### src/rtl/hazard_scoreboard_pkg.sv
// Shared definitions for the hazard scoreboard: default address width,
// register-file forward code, stage indices and per-entry control flags.
package hazard_scoreboard_pkg;

    localparam int REG_AW_DEF = 5;

    // Forward-select code meaning "use the register-file value"
    localparam int FWD_RF = 0;

    // Stage indices of the tracked entries after ID
    localparam int STG_EX  = 0;
    localparam int STG_MEM = 1;
    localparam int STG_WB  = 2;

    // Control flags carried by each in-flight entry
    typedef struct packed {
        logic valid;
        logic wr;    // writes a non-zero destination register
        logic load;
    } sb_flags_t;

    // Entry holds a load whose destination can still be consumed
    function automatic logic is_load_writer(input sb_flags_t f);
        return f.valid & f.wr & f.load;
    endfunction

    // Entry produces a result that can be forwarded
    function automatic logic is_writer(input sb_flags_t f);
        return f.valid & f.wr;
    endfunction

endpackage

### src/rtl/hazard_scoreboard_if.sv
// ID/EX side-band bundle between the decode stage and the hazard scoreboard.
// master = decode/pipeline control, slave = scoreboard.
interface hazard_scoreboard_if
    import hazard_scoreboard_pkg::*;
#(
    parameter int REG_AW  = REG_AW_DEF,
    parameter int DEPTH   = STG_WB + 1,
    parameter int NUM_SRC = 2
);
    localparam int FWD_W = $clog2(DEPTH);

    logic                      id_valid;
    logic [NUM_SRC*REG_AW-1:0] id_src;
    logic [NUM_SRC-1:0]        id_src_used;
    logic [REG_AW-1:0]         id_rd;
    logic                      id_we;
    logic                      id_load;
    logic                      flush;
    logic                      stall;
    logic [NUM_SRC*FWD_W-1:0]  ex_fwd_sel;
    logic                      ex_valid;

    modport master (
        output id_valid, id_src, id_src_used, id_rd, id_we, id_load, flush,
        input  stall, ex_fwd_sel, ex_valid
    );

    modport slave (
        input  id_valid, id_src, id_src_used, id_rd, id_we, id_load, flush,
        output stall, ex_fwd_sel, ex_valid
    );

endinterface

### src/rtl/hazard_scoreboard_chk.sv
// Simulation checks for the hazard scoreboard: a forwarded load must already
// have reached the stage that carries its data, and the configuration must
// be legal.
module hazard_scoreboard_chk
    import hazard_scoreboard_pkg::*;
#(
    parameter int DEPTH      = 3,
    parameter int NUM_SRC    = 2,
    parameter int LOAD_STAGE = 2,
    parameter int FWD_W      = 2
) (
    input logic                     clk,
    input logic                     rst_n,
    input logic [NUM_SRC*FWD_W-1:0] fwd_sel,
    input logic [NUM_SRC-1:0]       fwd_load
);

    logic early_load_s;

    // Flag any source that forwards from a load before its data exists
    always_comb begin
        early_load_s = 1'b0;
        for (int s = 0; s < NUM_SRC; s++) begin
            early_load_s = early_load_s |
                (fwd_load[s] & (int'(fwd_sel[s*FWD_W +: FWD_W]) < LOAD_STAGE));
        end
    end

    fwd_load_ready_a: assert property (@(posedge clk) disable iff (!rst_n) !early_load_s);

    cfg_legal_a: assert property (@(posedge clk) (DEPTH > STG_MEM) && (LOAD_STAGE > STG_EX));

endmodule

### src/rtl/hazard_scoreboard_match.sv
// One source address compared against every tracked entry. Returns whether a
// candidate entry matches, the lowest (youngest) matching stage index and the
// load flag of that entry. Register 0 never matches.
module hazard_scoreboard_match #(
    parameter int REG_AW = 5,
    parameter int DEPTH  = 3,
    parameter int FWD_W  = 2
) (
    input  logic [REG_AW-1:0]       addr,
    input  logic                    en,
    input  logic [DEPTH*REG_AW-1:0] rd_vec,
    input  logic [DEPTH-1:0]        cand,
    input  logic [DEPTH-1:0]        load_vec,
    output logic                    hit,
    output logic [FWD_W-1:0]        idx,
    output logic                    load_hit
);

    // Scan oldest to youngest so the youngest match is the one left standing
    always_comb begin
        hit      = 1'b0;
        idx      = '0;
        load_hit = 1'b0;
        for (int k = DEPTH - 1; k >= 0; k--) begin
            if (en && (addr != '0) && cand[k] &&
                (rd_vec[k*REG_AW +: REG_AW] == addr)) begin
                hit      = 1'b1;
                idx      = FWD_W'(k);
                load_hit = load_vec[k];
            end else begin
                hit      = hit;
                idx      = idx;
                load_hit = load_hit;
            end
        end
    end

endmodule

### src/rtl/hazard_scoreboard.sv
// Hazard scoreboard for the in-order pipeline. Tracks the destination of
// DEPTH in-flight instructions (entry 0 = EX ... DEPTH-1 = WB), raises a
// load-use stall for the instruction in ID and drives per-source forward
// selects for the instruction in EX.
// Optional build macro HAZARD_PERF_EN adds stall/forward cycle counters.
module hazard_scoreboard
    import hazard_scoreboard_pkg::*;
#(
    parameter int REG_AW     = REG_AW_DEF,
    parameter int DEPTH      = STG_WB + 1,
    parameter int NUM_SRC    = 2,
    parameter int LOAD_STAGE = STG_WB
) (
    input  logic               clk,
    input  logic               rst_n,
    hazard_scoreboard_if.slave sb
`ifdef HAZARD_PERF_EN
    ,
    output logic [31:0]        perf_stall_cnt,
    output logic [31:0]        perf_fwd_cnt
`endif
);

    localparam int FWD_W = $clog2(DEPTH);

    // Scoreboard state. Only the EX entry needs its sources: older entries
    // are only ever matched by destination.
    sb_flags_t                     flags_r [DEPTH];
    logic [DEPTH-1:0][REG_AW-1:0]  rd_r;
    logic [NUM_SRC*REG_AW-1:0]     src0_r;
    logic [NUM_SRC-1:0]            used0_r;

    logic [DEPTH-1:0]              stall_cand_s;
    logic [DEPTH-1:0]              fwd_cand_s;
    logic [DEPTH-1:0]              load_vec_s;
    logic [NUM_SRC-1:0]            stall_hit_s;
    logic [NUM_SRC-1:0]            stall_load_s;
    logic [NUM_SRC-1:0][FWD_W-1:0] stall_idx_s;
    logic [NUM_SRC-1:0]            fwd_hit_s;
    logic [NUM_SRC-1:0]            fwd_load_s;
    logic [NUM_SRC-1:0][FWD_W-1:0] fwd_idx_s;
    logic [NUM_SRC*FWD_W-1:0]      ex_fwd_sel_s;
    logic                          stall_s;
    logic                          issue_s;
    logic                          unused_stall_idx_s;

    // Candidate masks: stalls only for loads still too young to forward,
    // forwarding only from stages behind EX
    always_comb begin
        stall_cand_s = '0;
        fwd_cand_s   = '0;
        load_vec_s   = '0;
        for (int k = 0; k < DEPTH; k++) begin
            stall_cand_s[k] = is_load_writer(flags_r[k]) & ((k + 1) < LOAD_STAGE);
            fwd_cand_s[k]   = is_writer(flags_r[k]) & (k != STG_EX);
            load_vec_s[k]   = flags_r[k].load;
        end
    end

    for (genvar s = 0; s < NUM_SRC; s++) begin : g_src
        hazard_scoreboard_match #(
            .REG_AW (REG_AW),
            .DEPTH  (DEPTH),
            .FWD_W  (FWD_W)
        ) u_stall_match (
            .addr     (sb.id_src[s*REG_AW +: REG_AW]),
            .en       (sb.id_src_used[s]),
            .rd_vec   (rd_r),
            .cand     (stall_cand_s),
            .load_vec (load_vec_s),
            .hit      (stall_hit_s[s]),
            .idx      (stall_idx_s[s]),
            .load_hit (stall_load_s[s])
        );

        hazard_scoreboard_match #(
            .REG_AW (REG_AW),
            .DEPTH  (DEPTH),
            .FWD_W  (FWD_W)
        ) u_fwd_match (
            .addr     (src0_r[s*REG_AW +: REG_AW]),
            .en       (flags_r[STG_EX].valid & used0_r[s]),
            .rd_vec   (rd_r),
            .cand     (fwd_cand_s),
            .load_vec (load_vec_s),
            .hit      (fwd_hit_s[s]),
            .idx      (fwd_idx_s[s]),
            .load_hit (fwd_load_s[s])
        );
    end

    // The stall only needs to know that a hazard exists, not where
    assign unused_stall_idx_s = ^stall_idx_s;

    // Load-use stall for the ID instruction; a flush kills it instead
    always_comb begin
        if (sb.id_valid && !sb.flush) begin
            stall_s = |(stall_hit_s & stall_load_s);
        end else begin
            stall_s = 1'b0;
        end
    end

    assign issue_s = sb.id_valid & ~sb.flush & ~stall_s;

    // Per-source forward select for the EX instruction
    always_comb begin
        ex_fwd_sel_s = '0;
        for (int s = 0; s < NUM_SRC; s++) begin
            if (fwd_hit_s[s]) begin
                ex_fwd_sel_s[s*FWD_W +: FWD_W] = fwd_idx_s[s];
            end else begin
                ex_fwd_sel_s[s*FWD_W +: FWD_W] = FWD_W'(FWD_RF);
            end
        end
    end

    // Shift entries down the pipe; EX receives the ID instruction or a bubble
    always_ff @(posedge clk or negedge rst_n) begin
        if (!rst_n) begin
            for (int k = 0; k < DEPTH; k++) begin
                flags_r[k] <= '0;
            end
            rd_r    <= '0;
            src0_r  <= '0;
            used0_r <= '0;
        end else begin
            for (int k = 1; k < DEPTH; k++) begin
                flags_r[k] <= flags_r[k-1];
                rd_r[k]    <= rd_r[k-1];
            end
            if (issue_s) begin
                flags_r[STG_EX] <= '{valid: 1'b1,
                                     wr:    sb.id_we & (sb.id_rd != '0),
                                     load:  sb.id_load};
                rd_r[STG_EX]    <= sb.id_rd;
                src0_r          <= sb.id_src;
                used0_r         <= sb.id_src_used;
            end else begin
                flags_r[STG_EX] <= '0;
                rd_r[STG_EX]    <= '0;
                src0_r          <= '0;
                used0_r         <= '0;
            end
        end
    end

    assign sb.stall      = stall_s;
    assign sb.ex_fwd_sel = ex_fwd_sel_s;
    assign sb.ex_valid   = flags_r[STG_EX].valid;

`ifdef HAZARD_PERF_EN
    // Count stall cycles and cycles where any EX source is forwarded
    always_ff @(posedge clk or negedge rst_n) begin
        if (!rst_n) begin
            perf_stall_cnt <= 32'd0;
            perf_fwd_cnt   <= 32'd0;
        end else begin
            if (stall_s) begin
                perf_stall_cnt <= perf_stall_cnt + 32'd1;
            end else begin
                perf_stall_cnt <= perf_stall_cnt;
            end
            if (|ex_fwd_sel_s) begin
                perf_fwd_cnt <= perf_fwd_cnt + 32'd1;
            end else begin
                perf_fwd_cnt <= perf_fwd_cnt;
            end
        end
    end
`endif

    hazard_scoreboard_chk #(
        .DEPTH      (DEPTH),
        .NUM_SRC    (NUM_SRC),
        .LOAD_STAGE (LOAD_STAGE),
        .FWD_W      (FWD_W)
    ) u_chk (
        .clk      (clk),
        .rst_n    (rst_n),
        .fwd_sel  (ex_fwd_sel_s),
        .fwd_load (fwd_load_s)
    );

endmodule
### src/flat_wrapper.sv
// flat-port wrapper written by rule: the top's interface ports become plain ports
module hazard_scoreboard_flat import hazard_scoreboard_pkg::*;
#(
    parameter int REG_AW     = REG_AW_DEF,
    parameter int DEPTH      = STG_WB + 1,
    parameter int NUM_SRC    = 2,
    parameter int LOAD_STAGE = STG_WB
)
  (clk, rst_n, sb_id_valid, sb_id_src, sb_id_src_used, sb_id_rd, sb_id_we, sb_id_load, sb_flush, sb_stall, sb_ex_fwd_sel, sb_ex_valid);
  hazard_scoreboard_if #(.REG_AW(REG_AW), .DEPTH(DEPTH), .NUM_SRC(NUM_SRC)) sb_i ();
  input  logic clk;
  input  logic rst_n;
  input wire logic [$bits(sb_i.id_valid)-1:0] sb_id_valid;
  input wire logic [$bits(sb_i.id_src)-1:0] sb_id_src;
  input wire logic [$bits(sb_i.id_src_used)-1:0] sb_id_src_used;
  input wire logic [$bits(sb_i.id_rd)-1:0] sb_id_rd;
  input wire logic [$bits(sb_i.id_we)-1:0] sb_id_we;
  input wire logic [$bits(sb_i.id_load)-1:0] sb_id_load;
  input wire logic [$bits(sb_i.flush)-1:0] sb_flush;
  output wire logic [$bits(sb_i.stall)-1:0] sb_stall;
  output wire logic [$bits(sb_i.ex_fwd_sel)-1:0] sb_ex_fwd_sel;
  output wire logic [$bits(sb_i.ex_valid)-1:0] sb_ex_valid;
  assign sb_i.id_valid = sb_id_valid;
  assign sb_i.id_src = sb_id_src;
  assign sb_i.id_src_used = sb_id_src_used;
  assign sb_i.id_rd = sb_id_rd;
  assign sb_i.id_we = sb_id_we;
  assign sb_i.id_load = sb_id_load;
  assign sb_i.flush = sb_flush;
  assign sb_stall = sb_i.stall;
  assign sb_ex_fwd_sel = sb_i.ex_fwd_sel;
  assign sb_ex_valid = sb_i.ex_valid;
  hazard_scoreboard #(.REG_AW(REG_AW), .DEPTH(DEPTH), .NUM_SRC(NUM_SRC), .LOAD_STAGE(LOAD_STAGE)) u_core (.clk(clk), .rst_n(rst_n), .sb(sb_i));
endmodule
### config.mk
export PLATFORM = sky130hd
export DESIGN_NAME = hazard_scoreboard_flat
export DESIGN_NICKNAME = d
export VERILOG_FILES = /design/src/rtl/hazard_scoreboard_pkg.sv /design/src/rtl/hazard_scoreboard_if.sv /design/src/rtl/hazard_scoreboard_chk.sv /design/src/rtl/hazard_scoreboard_match.sv /design/src/rtl/hazard_scoreboard.sv /design/src/flat_wrapper.sv
export SDC_FILE = /design/constraint.sdc
export NUM_CORES = 1
export LEC_CHECK = 0
export ABC_AREA = 1
export BUFFER_PORTS_ARGS = -buffer_cell sky130_fd_sc_hd__buf_2
export CAP_MARGIN = 20
export CORE_MARGIN = 5
export CORE_UTILIZATION = 45
export CTS_BUF_LIST = sky130_fd_sc_hd__clkbuf_16
export CTS_CLUSTER_DIAMETER = 60
export CTS_CLUSTER_SIZE = 12
export DETAILED_ROUTE_END_ITERATION = 8
export PLACE_DENSITY = 0.68
export SLEW_MARGIN = 10
export SYNTH_ARGS = -nofsm -noshare
export SYNTH_HDL_FRONTEND = slang
export SYNTH_SLANG_ARGS = --single-unit
### constraint.sdc
create_clock -name clk -period 3.5 [get_ports clk]
set_input_delay 0 -clock clk [delete_from_list [all_inputs] [get_ports clk]]
set_output_delay 0 -clock clk [all_outputs]
set_load 0.05 [all_outputs]
======== Word level (Yosys, flattened, before mapping) ========
Cells that the tools add are included.
storage, ports and cells
  bits in registers ....................... 34
  bits of input ports ..................... 23
  output and inout bits ................... 6
  logic and storage cells ................. 73
cells by class
  eq/ne operators ......................... 6
  multiplexer cells ....................... 19
  bitwise logic cells ..................... 12
  reduce and logical (&&, ||, !) cells .... 24
operators with widths
  kind                number
  5-bit == test       6
  5-bit nonzero test  5
  1-bit logical AND   17
  2-bit 2-to-1 mux    7
  10-bit 2-to-1 mux   1
  1-bit AND           9
  1-bit 2-to-1 mux    9
  5-bit 2-to-1 mux    1
  3-bit 2-to-1 mux    1
  2-bit AND           1
  1-bit inverter      2
  2-bit OR reduction  1
  1-bit logical NOT   1

======== Logic depth before layout (Yosys ltp) ========
Gate-level depths: netlist (run 1).
  depth in word-level cells ............... 11
  depth in mapped cells ................... 8
  depth with buffers taken out ............ 7

======== Cells and area by module ========
A second synthesis (run 1) with hierarchy kept.
unflattened totals
  cells, all modules ...................... 514
  area, all modules ....................... 3,104.2 µm²
by module, submodules not included
  module                   times used  cells each  area each (µm²)  sequential area each (µm²)
  hazard_scoreboard_match  4           105         461.7            0.0
  hazard_scoreboard        1           94          1,257.5          900.9

======== Worst setup path after synthesis (run 1) ========
Ideal clock, no wire load.
  path type ............................... flip-flop to output port
  from .................................... register u_core.flags_r (netlist bit u_core.sb.ex_valid)
  to ...................................... output port sb_ex_fwd_sel[1]
  data arrival time ....................... 2.515 ns
  data required time ...................... 3.500 ns
  slack ................................... 0.985 ns
  stages on the path, launching flop included .. 4
  buffers on the path ..................... 0
  cells stage by stage .................... dfrtp_1 -> nand3_1 -> nor3_1 -> nor2_1
between the ends
  word-level cells in the longest chain between the ends .. 7
  elaborated cells on any way between the ends .. 11
  those cells by class .................... mux: 5; bitwise: 1; reduce/logical: 5
ends and longest elaborated chain
  what                                                                      RTL line                       text
  start, declared                                                           hazard_scoreboard.sv:28        sb_flags_t flags_r [DEPTH];
  start signal, assigned by index                                           hazard_scoreboard.sv:129       flags_r[k] <= flags_r[k-1];
  start signal, assigned by index                                           hazard_scoreboard.sv:133       flags_r[STG_EX] <= '{valid: 1'b1,
  1-bit AND *                                                               hazard_scoreboard.sv:82        .en (flags_r[STG_EX].valid & used0_r[s]),
  1-bit logical AND *                                                       -
  1-bit logical AND (2 in a row)                                            hazard_scoreboard_match.sv:25  if (en && (addr != '0) && cand[k] &&
  2-bit 2-to-1 mux / 1-bit 2-to-1 mux (equally long branches) (2 in a row)  hazard_scoreboard_match.sv:25
  2-bit 2-to-1 mux *                                                        hazard_scoreboard.sv:110       if (fwd_hit_s[s]) begin
  end, declared                                                             flat_wrapper.sv:21             output wire logic [$bits(sb_i.ex_fwd_sel)-1:0] sb_ex_fwd_sel;
Mark *: on every way between the ends. The rest lies on a longest branch, timed or not.

======== Final worst setup path (run 1) ========
  from .................................... register u_core.flags_r (netlist bit u_core.sb.ex_valid)
  to ...................................... output port sb_stall
between the ends
  word-level cells in the longest chain between the ends .. 8
  elaborated cells on any way between the ends .. 13
  those cells by class .................... mux: 5; bitwise: 3; reduce/logical: 5
ends and longest elaborated chain
  what                            RTL line                       text
  1-bit AND *                     -
  1-bit AND *                     hazard_scoreboard_pkg.sv:24    return f.valid & f.wr & f.load;
  1-bit logical AND (2 in a row)  hazard_scoreboard_match.sv:25
  1-bit 2-to-1 mux                hazard_scoreboard_match.sv:25
  2-bit AND *                     hazard_scoreboard.sv:98        stall_s = |(stall_hit_s & stall_load_s);
  2-bit OR reduction *            hazard_scoreboard.sv:98
  1-bit 2-to-1 mux *              hazard_scoreboard.sv:97        if (sb.id_valid && !sb.flush) begin
  end, declared                   flat_wrapper.sv:20             output wire logic [$bits(sb_i.stall)-1:0] sb_stall;
Marked as above.

==> metrics.cfg, run 1 <==
[pwr]
p_leak_nw=1.14
powerDensity_nw_per_um2=439
p_total_uw=919
ir_worst_vdd_v=0.000350

[setup_path]
worstPathRequired_ns=3.50
worstPathArrival_ns=1.58
start_kind=register
criticalPathCategory=register to primary output
cp-end-kind=primary output
crit_path_max_fanout=5

[global_routing]
gr-total-overflow=0
grt_max_degree=35
track_usage=0.156
first_global_vias=1380
antenna_found_initial=0
grt_pass1_wl_um=5890

[placement]
dpl.hpwl_um=2250
dp.cells=263
placed_area_sq_um=1760
routabilityCongestion=0.793
portBuffers=28
pre_cts_ws_ns=2.04

[layout]
layout.nets=267
layout.cells.non_filler=290
drive_above_1_share=0.168
diodes=0
final_core_util=0.622
final_cell_area_sq_um=2090
fillers=318
syn_to_final_growth_pct=32.3

[routing]
route.detailed.wl_per_inst_um=11.2
vias=1296
drt-initial-drc-count=64
drc=0
ant_nets=0
drt-pass1-iter-count=4
wl_um=3260
vias_per_cell=4.47

[sta]
whs_ns=0.250
finalCritPeriodShare=0.452
relSlewSlack=0.520
setup_viol=0
rsz0062_at_grt=no
tightestPinTransition_ns=0.720
tns_ns=0
setup_slack_ns=1.92
fmax_mhz=632
period_minus_slack_ns=1.58
slew_viol_final=0
finClkSkew_ns=0.00209
hold_violations=0

[floorplanning]
die_x_um=69.3
initial_core_util=0.470
die_h_um=69.3
die_area_sq_um=4800
rows=21
num_io_pins=29
core-area_sq_um=3360

[synthesis]
netlist-cell-type-count=18
synth_top_area_frac=0.538
syn_area_sq_um=1580
synth_seq_area_share=0.538
syn_avg_cell_area_sq_um=8.28
syn_nets=214
syn_inst=191
synth_area_leaders=dfrtp_1, nand2_1, nor2_1
ys_warn_count=0
synth_top_area_cell=dfrtp_1
ys_ff_latch=34

[clocking]
tritoncts=done
path_clk_slew_ns=0.05
h-tree-depth=2
clockBufferDepth=2
numCtsBuffers=5
clockRootBuffer=clkbuf_16
cts.sinks=34
clk_latency_ns=0.27

[flow_run]
cap_violations=0

[status]
outcome=complete, no violations

[worst_hold_path]
hp-class=primary input to register

-- synth_stat cells --
| cell type | instances |
|---|---|
| nand2_1 | 44 |
| nor2_1 | 36 |
| dfrtp_1 | 34 |
| inv_1 | 32 |
| nand3_1 | 7 |
| xnor2_1 | 7 |
| nand4_1 | 5 |
| xor2_1 | 5 |
| a21oi_1 | 3 |
| nand3b_1 | 3 |
| nor3_1 | 3 |
| or2_2 | 3 |
| buf_6 | 2 |
| nor2_2 | 2 |
| o21ai_0 | 2 |
| a21boi_0 | 1 |
| nand3_2 | 1 |
| o21ai_1 | 1 |
-- per-layer routing --
layer  GRT usage  up-vias  wire, um
li1            -      680         -
met2       0.240       34      1580
met4      0.0954        0       136
met1       0.193      570      1400
met3      0.0435       12       146
met5           0        -         0
-- critical path, stage by stage, from the launching register on --
cell and delay (ns):
dfrtp_1 0.41, nand3_1 0.15, a21oi_1 0.15, nand4_1 0.14, a21boi_0 0.16, buf_2 0.29
-- placed cells by master, fill, tap and decap left out --
cell / netlist / layout
nand2_1: 44 / 44
nor2_1: 36 / 36
dfrtp_1: 34 / 34
inv_1: 32 / 32
buf_2: 0 / 28
dlygate4sd3_1: 0 / 20
nand3_1: 7 / 7
xnor2_1: 7 / 7
nand4_1: 5 / 5
xor2_1: 5 / 5
clkbuf_16: 0 / 5
a21oi_1: 3 / 3
nand3b_1: 3 / 3
nor3_1: 3 / 3
or2_2: 3 / 3
nor2_2: 2 / 2
o21ai_0: 2 / 2
clkinv_2: 0 / 2
o21ai_1: 1 / 1
nand3_2: 1 / 1
a21boi_0: 1 / 1
-- what timing repair did --
| action | CTS | global route |
|---|---|---|
| endpoints found under the hold margin | 53 | 0 |
| hold buffers | 20 | 0 |
| buffers inserted | 0 | 0 |
| resized for setup | 0 | 0 |
-- power by group --
part	total [mW]	switching [mW]	internal [mW]
Clock	0.399	0.143	0.256
Sequential	0.423	0.0137	0.409
Combinational	0.0971	0.0500	0.0471
-- registers in the layout, summed over array words and instances, names as in the netlist --
name and flops:
u_core.flags_r 6, u_core.rd_r 15, u_core.sb.ex_valid 1, u_core.src0_r 10, u_core.used0_r 2
-- final cells by class --
class / count / area, sq um / share of cell area
Clock buffer: 5 / 125 / 0.0598
Clock inverter: 2 / 10.0 / 0.00478
Inverter: 32 / 120 / 0.0574
Multi-Input combinational cell: 123 / 588 / 0.281
Sequential cell: 34 / 851 / 0.407
Tap cell: 46 / 57.6 / 0.0275
Timing Repair Buffer: 48 / 340 / 0.163
-- cell families (layout without fill, tap and decap cells) --
| family | count (synthesis) | after routing | share of synthesized area |
|---|---|---|---|
| AOI/OAI and AO/OA | 7 | 7 | 0.0237 |
| buffers and inverters | 34 | 87 | 0.0902 |
| DFF | 34 | 34 | 0.538 |
| and+or+nand+nor | 104 | 104 | 0.282 |
| xor gates and xnor gates | 12 | 12 | 0.0665 |
-- path summary, 6_finish.rpt --
path / start / endpoint / slack, ns / cells past startpoint
max: u_core.sb.ex_valid$_DFF_PN0_ / sb_stall / 1.92 / 5
min: sb_flush / u_core.used0_r[0]$_DFF_PN0_ / 0.25 / 4
max reg2reg: u_core.rd_r[0]$_DFF_PN0_ / u_core.src0_r[6]$_DFF_PN0_ / 2.04 / 7
min reg2reg: u_core.flags_r[5]$_DFF_PN0_ / u_core.flags_r[2]$_DFF_PN0_ / 0.38 / 0
max in group asynchronous: rst_n / u_core.rd_r[10]$_DFF_PN0_ / 2.72 / 2
min in group asynchronous: rst_n / u_core.rd_r[3]$_DFF_PN0_ / 0.32 / 2
Note: power is estimated with default switching activity, not from simulation.
==> run 2: changes to the inputs <==
--- a/config.mk
+++ b/config.mk
@@ -5,7 +5,7 @@
 export SDC_FILE = /design/constraint.sdc
 export NUM_CORES = 1
 export LEC_CHECK = 0
-export ABC_AREA = 1
+export ABC_AREA = 0
 export BUFFER_PORTS_ARGS = -buffer_cell sky130_fd_sc_hd__buf_2
 export CAP_MARGIN = 20
 export CORE_MARGIN = 5
==> constraint.sdc (replaced) <==
create_clock -name clk -period 1.5 [get_ports clk]
set_input_delay 0 -clock clk [delete_from_list [all_inputs] [get_ports clk]]
set_output_delay 0 -clock clk [all_outputs]
set_load 0.05 [all_outputs]
==> run 2 against run 1 <==
Synthesized cell count decreased by 40%. Sequential power increased by 130%. First-iteration DRC count decreased by 80%. Worst hold slack worse by 0.23 ns. Die area fell by 5.8%. Clock skew increased by 0.0017 ns. Non-clock buffer count is 23 higher. The run now ends with setup timing left. Final cell count is 18% lower. Setup slack worse by 2.4 ns. Critical endpoint is now u_core.src0_r[6]$_DFF_PN0_. Global-route usage increased by 2.4 points.
==> metrics.cfg, run 2 <==
[layout]
final_cell_mix=dfrtp_1, buf_2, buf_4, dlygate4sd3_1, and2_4
largest_reg_flops=15  ; unchanged
drive_above_1_share=0.492  ; +0.324
final_core_util=0.772  ; +0.150
seq_area_sq_um=852  ; +0.15%
final_common_cell=dfrtp_1
layout.nets=215  ; -19%
regMostFlops=u_core.rd_r
fillers=206  ; -35%
syn_to_final_growth_pct=62.6
top_regs=u_core.rd_r (15), u_core.src0_r (10), u_core.flags_r (6)
diodes=0  ; unchanged
multi_input_area_sq_um=764  ; +30%
layout.cells.non_filler=237  ; -18%

[status]
outcome=finished, violations left
violations=setup timing

[sta]
finClkSkew_ns=0.00381  ; +0.00172 ns
slew_viol_final=0  ; unchanged
tightestPinTransition_ns=0.714  ; -0.00661 ns
finalCritPeriodShare=1.34
fmax_mhz=498
hold_violations=0  ; unchanged
setup_slack_ns=-0.507  ; -2.42 ns
relSlewSlack=0.524  ; +0.00440
period_minus_slack_ns=2.01
rsz0062_at_grt=yes
setup_viol=25  ; +25
whs_ns=0.0185  ; -0.231 ns

[pwr]
p_leak_nw=1.14  ; -0.56%
powerDensity_nw_per_um2=1000  ; +130%
ir_worst_vdd_v=0.000899  ; +160%
p_total_mw=2.40  ; +160%

[synthesis]
netlist_top_cells_count=dfrtp_1, and2_2, xnor2_1
syn_area_sq_um=1470  ; -6.8%
synth_top_family_by_area=simple AND/OR/NAND/NOR gates
synth_top_area_cell=dfrtp_1
synth.area.mux_share=0  ; unchanged
synth-simple-area-share=0.205  ; -0.0771
ys_warn_count=0  ; unchanged
synthXorXnorAreaFrac=0.166  ; +0.0999
synth-main-ff-cell=dfrtp_1
ys_ff_latch=34  ; unchanged
synth_compound_area_frac=0.0390  ; +0.0153
synth_most_common_cell=dfrtp_1
syn_inst=115  ; -40%
synth_edf_count=0  ; unchanged
synthAdderAreaFrac=0  ; unchanged
syn_nets=138  ; -36%
netlist-cell-type-count=23  ; +5
synth_top_area_frac=0.577  ; +0.0393
synth_async_sr_flop_share=1.00  ; unchanged
synth_area_leaders=dfrtp_1, xnor2_1, and2_2
synth_seq_area_share=0.577  ; +0.0393
syn_avg_cell_area_sq_um=12.8  ; +55%

[floorplanning]
die_h_um=67.2  ; -3.0%
rows=20  ; -4.8%
die_x_um=67.2  ; -3.0%
core-area_sq_um=3100  ; -7.7%
num_io_pins=29  ; unchanged
initial_core_util=0.475  ; +0.00476
die_area_sq_um=4520  ; -5.8%

[routing]
drc=0  ; unchanged
drt-initial-drc-count=13  ; -80%
vias_per_cell=4.89  ; +9.3%
drt-pass1-iter-count=3  ; -1
wl_um=3510  ; +7.8%
vias=1158  ; -11%
ant_nets=0  ; unchanged
route.detailed.wl_per_inst_um=14.8  ; +32%

[clocking]
h-tree-depth=2  ; unchanged
clockRootBuffer=clkbuf_16
numCtsBuffers=5  ; unchanged
tritoncts=done
clockBufferDepth=2  ; unchanged
cts.sinks=34  ; unchanged
clk_latency_ns=0.27  ; about the same
path_clk_slew_ns=0.05  ; about the same

[flow_run]
cap_violations=0  ; unchanged

[setup_path]
worstPathArrival_ns=2.22  ; +0.64 ns
criticalPathCategory=register to register
worstRegToRegCells=7  ; unchanged
cp-end-kind=register
worstPathRequired_ns=1.72  ; -1.78 ns
crit_path_max_fanout=8  ; +3
start_kind=register

[worst_hold_path]
hp-class=primary input to register
hold_depth=2  ; -2

[placement]
portBuffers=28  ; unchanged
pre_cts_ws_ns=-0.317  ; -2.35 ns
dp.cells=206  ; -22%
routabilityCongestion=0.836  ; +5.4%
dpl.hpwl_um=2450  ; +8.8%

[global_routing]
gr-total-overflow=0  ; unchanged
track_usage=0.180  ; +0.0243
grt_max_degree=35  ; unchanged
first_global_vias=1209  ; -12%
antenna_found_initial=0  ; unchanged
grt_pass1_wl_um=5710  ; -3.0%

## run 2: changes by cell type in the layout (fill, tap and decap cells not counted), moves of 7 or more
| cell | change |
|---|---|
| and2_4 | +17 |
| buf_4 | +22 |
| buf_6 | +7 |
| inv_1 | -28 |
| nand2_1 | -40 |
| nor2_1 | -35 |
| xnor2_1 | +9 |
## run 2: worst paths after layout
path                                        startpoint                           end  slack, ns
max                           u_core.rd_r[3]$_DFF_PN0_    u_core.src0_r[6]$_DFF_PN0_      -0.51
min                                       sb_id_src[6]    u_core.src0_r[6]$_DFF_PN0_       0.02
max reg2reg                   u_core.rd_r[3]$_DFF_PN0_    u_core.src0_r[6]$_DFF_PN0_      -0.51
min reg2reg                u_core.flags_r[5]$_DFF_PN0_   u_core.flags_r[2]$_DFF_PN0_       0.37
max in group asynchronous                        rst_n  u_core.sb.ex_valid$_DFF_PN0_       0.69
min in group asynchronous                        rst_n   u_core.flags_r[4]$_DFF_PN0_       0.32
## run 2: what timing repair did
action,4_1_cts,5_1_grt
pin swaps,12,12
hold endpoints to repair,51,0
hold buffers,18,0
setup endpoints to repair,25,25
gates cloned,0,1
resized for setup,20,11
setup buffers,2,2
## run 2: final cells by class
class,count,share of cell area
clock inverters,3,0.0157
repair buffers,71,0.231
inverters,2,0.00313
well taps,44,0.0230
flip-flops and latches,34,0.356
multi-input cells,78,0.319
clock buffers,5,0.0522
## run 2: worst max-delay path, cell delays in order, from the launching register on
cell	delay, ns
dfrtp_1	0.40
or4_4	0.58
a21oi_4	0.17
nor4_4	0.07
buf_4	0.15
nor3_4	0.28
buf_6	0.17
and2_4	0.14
## run 2: cell families (layout without fill, tap and decap cells)
kind of cell | Yosys count | count (layout)
AOI/OAI and AO/OA | 6 | 6
xor gates and xnor gates | 28 | 28
buffers and inverters | 3 | 81
DFF | 34 | 34
and+or+nand+nor | 44 | 44
## run 2: layer usage
metal  wire [um]  part of all wire  track usage  up-vias
met2        2010              0.57        0.328       25
met4         104             0.030       0.0987        0
li1            -                 -            -      548
met1        1290              0.37        0.194      576
met5           0                 0            0        -
met3         107             0.030       0.0366        9
## run 2: stage by stage
stage | setup TNS [ns] | instance area [sq um]
2_1_floorplan | -5.39 | 1580
3_3_place_gp | -5.41 | 1910
3_5_place_dp | -6.37 | 1910
4_1_cts | -8.00 | 2330
5_1_grt | -12.67 | 2400
6_report | -11.04 | 2400
## run 2: where the power goes
| part | leakage (nW) | internal, mW | switching (mW) |
|---|---|---|---|
| Clock | 0.0864 | 0.769 | 0.337 |
| Sequential | 0.454 | 0.956 | 0.0307 |
| Combinational | 0.597 | 0.169 | 0.134 |
==> run 3: changes to the inputs <==
--- a/config.mk
+++ b/config.mk
@@ -5,7 +5,7 @@
 export SDC_FILE = /design/constraint.sdc
 export NUM_CORES = 1
 export LEC_CHECK = 0
-export ABC_AREA = 0
+export ABC_AREA = 1
 export BUFFER_PORTS_ARGS = -buffer_cell sky130_fd_sc_hd__buf_2
 export CAP_MARGIN = 20
 export CORE_MARGIN = 5
==> run 3 against run 2 <==
The flow still finishes with violations (setup timing). Sequential power increased by 0.4%. Die area grew 6.2%. Utilization is 8.8 points lower. Clock power is 16% lower. Final cell count up 26%. First-iteration DRC count increased by 150%. Wire length rose by 3.0%. Worst hold slack improved by 0.16 ns. Register-to-register slack improved by 0.50 ns. Total power decreased by 8.6%. Highest routed layer unchanged. Sequential share of layout area rose by 1.5 points. Clock skew shrank 0.00094 ns. Critical path type is now register to primary output. Largest power group is now sequential cells.
==> metrics.cfg, run 3 (synthesis gave the netlist of run 1 again) <==
[status]
outcome=finished, violations left
violations=setup timing

[routing]
wl_um=3620  ; +3.0%
vias_per_cell=4.59  ; -6.0%
route.detailed.wl_per_inst_um=12.1  ; -18%
drt-initial-drc-count=32  ; +19
vias=1368  ; +18%
drc=0  ; unchanged
drt-pass1-iter-count=4  ; +1
ant_nets=0  ; unchanged

[layout]
drive_above_1_share=0.294  ; -0.199
syn_to_final_growth_pct=45.5
largest_reg_flops=15  ; unchanged
multi_input_area_sq_um=683  ; -11%
fillers=271  ; +32%
final_common_cell=nand2_1
regMostFlops=u_core.rd_r
layout.cells.non_filler=298  ; +26%
seq_area_sq_um=853  ; +0.15%
top_regs=u_core.rd_r (15), u_core.src0_r (10), u_core.flags_r (6)
layout.nets=275  ; +28%
diodes=0  ; unchanged
final_cell_mix=nand2_1, dfrtp_1, inv_1, nor2_1, buf_2

[placement]
routabilityCongestion=0.781  ; -6.6%
dp.cells=267  ; +30%
portBuffers=28  ; unchanged
dpl.hpwl_um=2370  ; -3.3%

[floorplanning]
num_io_pins=29  ; unchanged
die_x_um=69.3  ; +3.1%
die_h_um=69.3  ; +3.1%
initial_core_util=0.470  ; -0.00476
die_area_sq_um=4800  ; +6.2%
rows=21  ; +5.0%
core-area_sq_um=3360  ; +8.4%

[pwr]
powerDensity_nw_per_um2=952  ; -4.8%
p_leak_nw=1.21  ; +6.2%
p_total_mw=2.19  ; -8.6%
ir_worst_vdd_v=0.000809  ; -10%

[setup_path]
crit_path_top_delay_cell=dfrtp_1
cpPeakStageDelay_ns=0.45  ; -0.13 ns
crit_path_frequent_cell=nand2_1
worstPathArrival_ns=1.56  ; -0.66 ns
r2r_slack_ns=-0.01  ; +0.50 ns
path_delay_family=flip-flops
start_kind=register
cp-end-kind=primary output
worstPathRequired_ns=1.50  ; -0.22 ns
crit_path_max_fanout=5  ; -3
crit_chain=inv_1 > nand2_1 > nand2_1 > nor2_1 > nand4_1 > a21boi_4 > buf_6
criticalPathCategory=register to primary output
path_buf_inv=2  ; unchanged

[clocking]
cts.sinks=34  ; unchanged
numCtsBuffers=5  ; unchanged
clockBufferDepth=2  ; unchanged
tritoncts=done
clk_latency_ns=0.27  ; about the same
h-tree-depth=2  ; unchanged
path_clk_slew_ns=0.05  ; about the same
clockRootBuffer=clkbuf_16

[sta]
tightestPinTransition_ns=0.396  ; -0.318 ns
setup_viol=6  ; -76%
fmax_mhz=642  ; +29%
hold_violations=0  ; unchanged
setup_slack_ns=-0.0574  ; +0.450 ns
finClkSkew_ns=0.00287  ; -0.000940 ns
finalCritPeriodShare=1.04  ; -0.300
slew_viol_final=0  ; unchanged
relSlewSlack=0.736  ; +0.212
period_minus_slack_ns=1.56  ; -0.450 ns
whs_ns=0.181  ; +0.162 ns
rsz0062_at_grt=yes

[global_routing]
grt_max_degree=35  ; unchanged
first_global_vias=1417  ; +17%
gr-total-overflow=0  ; unchanged
antenna_found_initial=0  ; unchanged
track_usage=0.159  ; -0.0210
grt_pass1_wl_um=6020  ; +5.3%

[worst_hold_path]
hp-class=primary input to register

[flow_run]
cap_violations=0  ; unchanged

-- run 3: worst register-to-register path, stage by stage (launching register included) --
cell     delay, ns
dfrtp_2       0.44
nor2_2        0.14
nand2_2       0.06
nand2_1       0.08
nand2_1       0.06
nand4_1       0.16
buf_4         0.15
nand3_4       0.09
buf_12        0.16
nor2_1        0.10
-- run 3: metal layers --
| layer | global-route usage | wire [um] | vias to the layer above |
|---|---|---|---|
| met5 | 0 | 0 | - |
| li1 | - | - | 694 |
| met4 | 0.0651 | 71 | 0 |
| met2 | 0.293 | 2000 | 37 |
| met1 | 0.171 | 1370 | 630 |
| met3 | 0.0420 | 177 | 7 |
-- run 3: area by class of cell --
type | instances | share of cell area
sequential | 34 | 0.371
clock inverter | 2 | 0.00435
multi-input combinational | 123 | 0.297
clock buffer | 5 | 0.0544
tap | 46 | 0.0250
timing repair buffer | 56 | 0.196
inverter | 32 | 0.0522
-- run 3: power by group --
part           switching (mW)  leakage [nW]  internal [mW]
sequential             0.0346         0.453          0.956
clock                   0.337        0.0694          0.597
combinational           0.135         0.686          0.131
-- run 3: path summary, 6_finish.rpt --
kind / startpoint / endpoint / depth (start not counted)
max in group asynchronous: rst_n / u_core.rd_r[2]$_DFF_PN0_ / 3
worst max-delay path: u_core.rd_r[3]$_DFF_PN0_ / sb_stall / 7
worst min-delay path: sb_flush / u_core.used0_r[0]$_DFF_PN0_ / 5
min in group asynchronous: rst_n / u_core.sb.ex_valid$_DFF_PN0_ / 3
worst min register to register: u_core.flags_r[7]$_DFF_PN0_ / u_core.flags_r[4]$_DFF_PN0_ / 0
worst max register to register: u_core.rd_r[2]$_DFF_PN0_ / u_core.src0_r[6]$_DFF_PN0_ / 9
-- run 3: what timing repair did --
action | CTS | global route
cloned | 0 | 0
pin swaps | 4 | 12
setup buffers | 2 | 2
endpoints found under the hold margin | 53 | 0
hold buffers | 20 | 0
endpoints found under the setup margin | 4 | 25
gates resized for setup | 8 | 26
-- run 3: through the flow --
step | util | setup WS, ns | area (sq um) | setup TNS [ns]
final | 0.684 | -0.0574 | 2300 | -0.0906
after CTS | 0.658 | -0.0102 | 2210 | -0.0102
after detailed placement | 0.546 | 0.0977 | 1840 | 0
after global routing | 0.684 | -0.157 | 2300 | -2.78
after global placement | 0.546 | 0.112 | 1840 | 0
after floorplan | - | 0.0446 | 1620 | 0
